==> config.mk <==
export PLATFORM = sky130hd
export DESIGN_NAME = adder_tree_pipe
export DESIGN_NICKNAME = d
export VERILOG_FILES = /design/src/rtl/adder_tree_pipe.sv
export SDC_FILE = /design/constraint.sdc
export NUM_CORES = 1
export LEC_CHECK = 0
export ABC_AREA = 1
export ABC_CLOCK_PERIOD_IN_PS = 4900
export CAP_MARGIN = 5
export CORE_MARGIN = 2
export CORE_UTILIZATION = 45
export DETAILED_ROUTE_END_ITERATION = 8
export DONT_BUFFER_PORTS = 1
export PLACE_DENSITY_LB_ADDON = 0.3
export SYNTH_ARGS = -nofsm -noshare
export SYNTH_HDL_FRONTEND = slang
export SYNTH_SLANG_ARGS = --single-unit
==> constraint.sdc <==
create_clock -name clk -period 4.9 [get_ports clk]
set_input_delay 0.245 -clock clk [delete_from_list [all_inputs] [get_ports clk]]
set_output_delay 0.245 -clock clk [all_outputs]
set_load 0.02 [all_outputs]
==> src/rtl/adder_tree_pipe.sv <==
// rtl/adder_tree_pipe.sv - pipelined N-input adder tree with valid/ready flow control
// Signed or unsigned operands; the result is clamped or wrapped to OWIDTH.
module adder_tree_pipe #(
  parameter int NUM_INPUTS = 16,
  parameter int DWIDTH     = 14,
  parameter int OWIDTH     = 18,
  parameter bit SIGNED     = 1'b0,
  parameter bit SATURATE   = 1'b1
) (
  input  logic                         clk,
  input  logic                         rst_n,
  input  logic                         i_valid,
  output logic                         o_ready,
  input  logic [NUM_INPUTS*DWIDTH-1:0] i_dat_vector,
  output logic                         o_valid,
  input  logic                         i_ready,
  output logic [OWIDTH-1:0]            o_sum,
  output logic                         o_ovf
);
  localparam int LEVELS = $clog2(NUM_INPUTS);
  localparam int LAT    = (LEVELS < 1) ? 1 : LEVELS;
  localparam int LEAVES = 1 << LEVELS;
  localparam int FW     = DWIDTH + LEVELS;

  logic [FW-1:0]  leaf [LEAVES];
  logic [FW-1:0]  rg   [LAT][LEAVES];
  logic [LAT-1:0] vld;
  logic           adv;
  logic [FW-1:0]  s;

  assign adv     = ~vld[LAT-1] | i_ready;
  assign o_ready = adv;
  assign o_valid = vld[LAT-1];
  assign s       = rg[LAT-1][0];

  // Leaves beyond NUM_INPUTS stay zero so the tree can be a full binary tree.
  always_comb begin
    for (int k = 0; k < LEAVES; k++) leaf[k] = '0;
    for (int k = 0; k < NUM_INPUTS; k++) begin
      if (SIGNED) leaf[k] = FW'($signed(i_dat_vector[DWIDTH*k +: DWIDTH]));
      else        leaf[k] = FW'(i_dat_vector[DWIDTH*k +: DWIDTH]);
    end
  end

  always_ff @(posedge clk or negedge rst_n) begin
    if (!rst_n) begin
      vld <= '0;
    end else if (adv) begin
      vld[0] <= i_valid;
      for (int k = 1; k < LAT; k++) vld[k] <= vld[k-1];
    end
  end

  generate
    if (LEVELS == 0) begin : g_single
      always_ff @(posedge clk or negedge rst_n) begin
        if (!rst_n)   rg[0][0] <= '0;
        else if (adv) rg[0][0] <= leaf[0];
      end
    end else begin : g_tree
      // Stage k holds the node sums of tree level k+1; the last stage holds the full sum.
      always_ff @(posedge clk or negedge rst_n) begin
        if (!rst_n) begin
          for (int st = 0; st < LAT; st++)
            for (int n = 0; n < LEAVES; n++) rg[st][n] <= '0;
        end else if (adv) begin
          for (int n = 0; n < LEAVES/2; n++) rg[0][n] <= leaf[2*n] + leaf[2*n+1];
          for (int st = 1; st < LAT; st++)
            for (int n = 0; n < (LEAVES >> (st+1)); n++)
              rg[st][n] <= rg[st-1][2*n] + rg[st-1][2*n+1];
        end
      end
    end
  endgenerate

  generate
    if (OWIDTH >= FW) begin : g_ext
      always_comb begin
        o_sum = OWIDTH'(s);
        if (SIGNED) o_sum = OWIDTH'($signed(s));
      end
      assign o_ovf = 1'b0;
    end else begin : g_narrow
      logic              fits;
      logic [OWIDTH-1:0] sat_val;
      always_comb begin
        fits    = 1'b0;
        sat_val = '1;
        if (SIGNED) begin
          // In range only if every dropped bit equals the new sign bit.
          fits = (s[FW-1:OWIDTH-1] == '0) || (s[FW-1:OWIDTH-1] == '1);
          if (s[FW-1]) begin
            sat_val             = '0;
            sat_val[OWIDTH-1]   = 1'b1;
          end else begin
            sat_val[OWIDTH-1]   = 1'b0;
          end
        end else begin
          fits = (s[FW-1:OWIDTH] == '0);
        end
        o_sum = (fits || !SATURATE) ? s[OWIDTH-1:0] : sat_val;
        o_ovf = ~fits;
      end
    end
  endgenerate
endmodule
* After elaboration in Yosys (flattened, before gate mapping) *
Index checks and enable logic that the tools add are counted.

word-level totals
  flip-flop bits (word level) = 274
  word-level logic and storage cells = 33
  bits of input ports = 228

operators by class
  $add $sub $neg = 15
  bitwise operators = 2

operators by type and width
  operator                                   number
  18-bit adder                               7
  14-bit by 14-bit adder with 15-bit output  8
  1-bit NOT                                  1
  1-bit OR                                   1

* Depth between registers and ports, before layout *
  depth after elaboration = 2
  mapped depth = 11
  mapped depth without buffers = 11

* Worst setup path after synthesis *
Ideal clock, no wire load.

  path kind = reg2reg
  from = reg rg[540] in the netlist's numbering
  to = reg rg (netlist bit o_sum[8])
  data required time = 4.783 ns
  data arrival time = 1.577 ns
  cell stages (with the launch flop) = 10
  clock period less this slack = 1.694 ns
  slack = 3.206 ns
  cell sequence = dfrtp_1 > ha_1 > fa_1 > nand2_1 > nand2_1 > nand3_1 > nand2_1 > or2_0 > nand3_1 > nand2_1

between the ends
  cells in the longest elaborated chain, start to end = 1

RTL lines
  item                              line  source
  start: declaration                26    logic [FW-1:0] rg [LAT][LEAVES];
  start signal: indexed assignment  70    rg[st][n] <= rg[st-1][2*n] + rg[st-1][2*n+1];
  18-bit adder                      70

Every way passes these cells.
A chain may end at the register's enable or synchronous reset.

* Worst setup path in the final report *
  from = reg vld[3]
  to = reg rg[795] in the netlist's numbering

between the ends
  cells in the longest elaborated chain, start to end = 2

RTL lines
  item                      line  source
  start: declaration        27    logic [LAT-1:0] vld;
  start signal: assignment  47    vld <= '0;
  1-bit NOT                 31    assign adv = ~vld[LAT-1] | i_ready;
  1-bit OR                  31

Every way passes these cells.

==> results.md <==
- Core Region: 46500 um2
- Area Overhead vs Synth: 7.91%
- Crit path kind: reg -> reg
- Critical Path RT: 5.31 ns
- Max Clk Rate: 0.377 GHz
- Clock-pin transition on the worst setup and hold timing paths: 0.06 ns
- Starting Density: 0.456
- Sw frac: 0.491
- Rows: 79
- H-tree depth: 1
- EDFF count, synth: 0
- Initial drt markers: 1293
- Share of synthesized registers carrying an async set or reset: 1.00
- I/O Pins: 249
- Max-slew violation count: 0
- Setup violators final: 0
- R2R Path End: rg[795]
- Setup TNS Final: 0 ns
- Worst clock skew: 0.0169 ns
- Drt wl/cell: 13.6 um
- Syn_nets: 3760
- Share of cells above drive strength 1: 0.0239
- Least-Margin Pin Slew: 0.965 ns
- Number of gates resized after cts: 0
- DR vias: 19584
- Die X-Extent: 221 um
- Failing checks: hold timing
- Clock buffer depth: 3
- Switch Pwr: 0.00725 W
- RSZ-0062 raised after global routing: false
- Post-CTS setup buffer count: 0
- Most frequent cells in the layout: nand2_1, inv_1, nand3_1
- CTS tree: done
- R2R cell count: 5
- WHS: -0.619 ns
- Crit share post-route: 0.541
- Main synth FF type: dfrtp_1
- CTS Sinks: 240
- Syn Std Cell Area: 21200 um2
- Vias in the first global route: 17826
- FF+latch count, synth: 240
- Hold crit path type: in -> async
- Crit path arrival time: 3.06 ns
- Unique masters post-synth: 30
- Flop pwr share: 0.261
- Warning count from the yosys run: 0
- Largest net degree at the start of global routing: 241
- Max cap viols: 0
- P_leak: 12.8 nW
- Internal power: 0.00752 W
- Tot GR Track Use: 0.216
- # hold bufs at CTS: 29
- Startpoint types: flip-flop
- Worst setup path endpoint: rg[795]
- Reg2Reg Setup Slack: 2.25 ns
- Crit path from: vld[3]
- Post-DP Area: 21600 um2
- Min cycle time layout: 2.65 ns
- PwrDens: 646 nW/um2
- Gate power share: 0.589
- Syn avg cell area: 6.42 um2
- DRC Markers: 0
- CTS Buf Count: 29
- Most common cell after layout, fill and taps aside: nand2_1
- Post-DRT Antenna Nets: 0
- Crit path max fanout: 189
- Crit path capture type: flip-flop
- Routed vias/inst: 5.00
- RePlAce Congestion: 0.908
- Initial antenna violation count: 0
- Sequential area share after synthesis: 0.284
- Synth Instances: 3296
- Final hold viol count: 240
- Hpwl dp: 41.4 mm
- R2r startpoint: vld[3]
- Post-layout instance area: 22800 um2
- First-pass GRT wire length: 89.7 mm
- Die Ht: 221 um
- Clock power frac: 0.150
- Nets: 3753
- Outcome: complete, but fails checks
- Worst vdd ir: 1040 uV
- Overflow after GRT: 0
- Die ar.: 48800 um2
- Relative slew slack: 0.356
- Final WL: 53.5 mm
- Clock Latency Late Sink: 0.58 ns
- DRT Pass-1 Iters: 5
- Clock root buffer: clkbuf_16
- Port Buffers: 0
- # diodes: 0
[routing by layer]
metal / global-route usage / part of all wire / vias to the layer above
met5: 0 / 0 / -
met4: 0.0366 / 0.016 / 0
met3: 0.0175 / 0.040 / 47
met2: 0.342 / 0.44 / 349
met1: 0.325 / 0.51 / 8780
li1: - / - / 10408
[stage by stage]
step	cells	total power (W)	hold WS [ns]	setup slack, ns	util
global placement	3836	0.0124	-0.0363	2.34	0.464
floorplan	3296	0.0105	-0.0506	3.21	-
CTS	3918	0.0148	-0.650	2.29	0.492
detailed placement	3836	0.0125	-0.0366	2.30	0.464
global route	3918	0.0165	-0.642	2.05	0.492
finish	3918	0.0148	-0.619	2.25	0.492
[worst min path at each step]
| stage | cells past startpoint | to | slack, ns | startpoint |
|---|---|---|---|---|
| 3_3_place_gp | 0 | rg[1055] | -0.04 | rst_n |
| 6_report | 0 | rg[1053] | -0.62 | rst_n |
| 3_5_place_dp | 0 | rg[1055] | -0.04 | rst_n |
| 2_1_floorplan | 0 | o_sum[0] | -0.05 | rst_n |
| 5_1_grt | 0 | rg[1055] | -0.64 | rst_n |
| 4_1_cts | 0 | rg[1085] | -0.65 | rst_n |
[power by group through the flow]
stage          registers, W  clock network [W]  logic (W)
2_1_floorplan       0.00338                  0    0.00715
3_3_place_gp        0.00388                  0    0.00852
3_5_place_dp        0.00388                  0    0.00862
4_1_cts             0.00386            0.00227    0.00870
5_1_grt             0.00395            0.00235     0.0102
6_report            0.00385            0.00222    0.00870
[critical path, stage by stage, from the launching register on]
cell and delay [ns]:
dfrtp_1 0.45, inv_1 0.10, nor2_4 0.17, buf_12 0.54
buf_4 0.79, o21ai_0 0.21
[final cells by class]
cell class	count	area (um2)
repair buffers	33	333
clock buffers	38	830
well taps	607	759
multi-input cells	2566	13200
flip-flops and latches	240	6010
clock inverters	15	159
fillers	4832	23600
inverters	419	1580
[synthesized netlist by cell type (34+ instances only)]
cell / n / share of area
nor2_1: 231 / 0.041
ha_1: 221 / 0.13
dfrtp_1: 240 / 0.28
nor3_1: 35 / 0.0083
nand4_1: 34 / 0.010
a21oi_1: 143 / 0.034
nand2_1: 1385 / 0.25
nand3_1: 278 / 0.066
o21ai_0: 66 / 0.016
xnor2_1: 51 / 0.021
inv_1: 418 / 0.074
buf_2: 40 / 0.0095
[sequential cells by signal, indices dropped and copies added (netlist names)]
| signal | cells |
|---|---|
| rg | 218 |
| o_sum | 18 |
| vld | 4 |
[cell families after synthesis]
group	synth area share
and+or+nand+nor	0.396
buffers and inverters	0.0937
DFF	0.284
adders and majority gates	0.145
AOI/OAI and AO/OA	0.0568
xor gates and xnor gates	0.0252
other	0.000177
No activity file was read; power rests on OpenSTA's default activity.
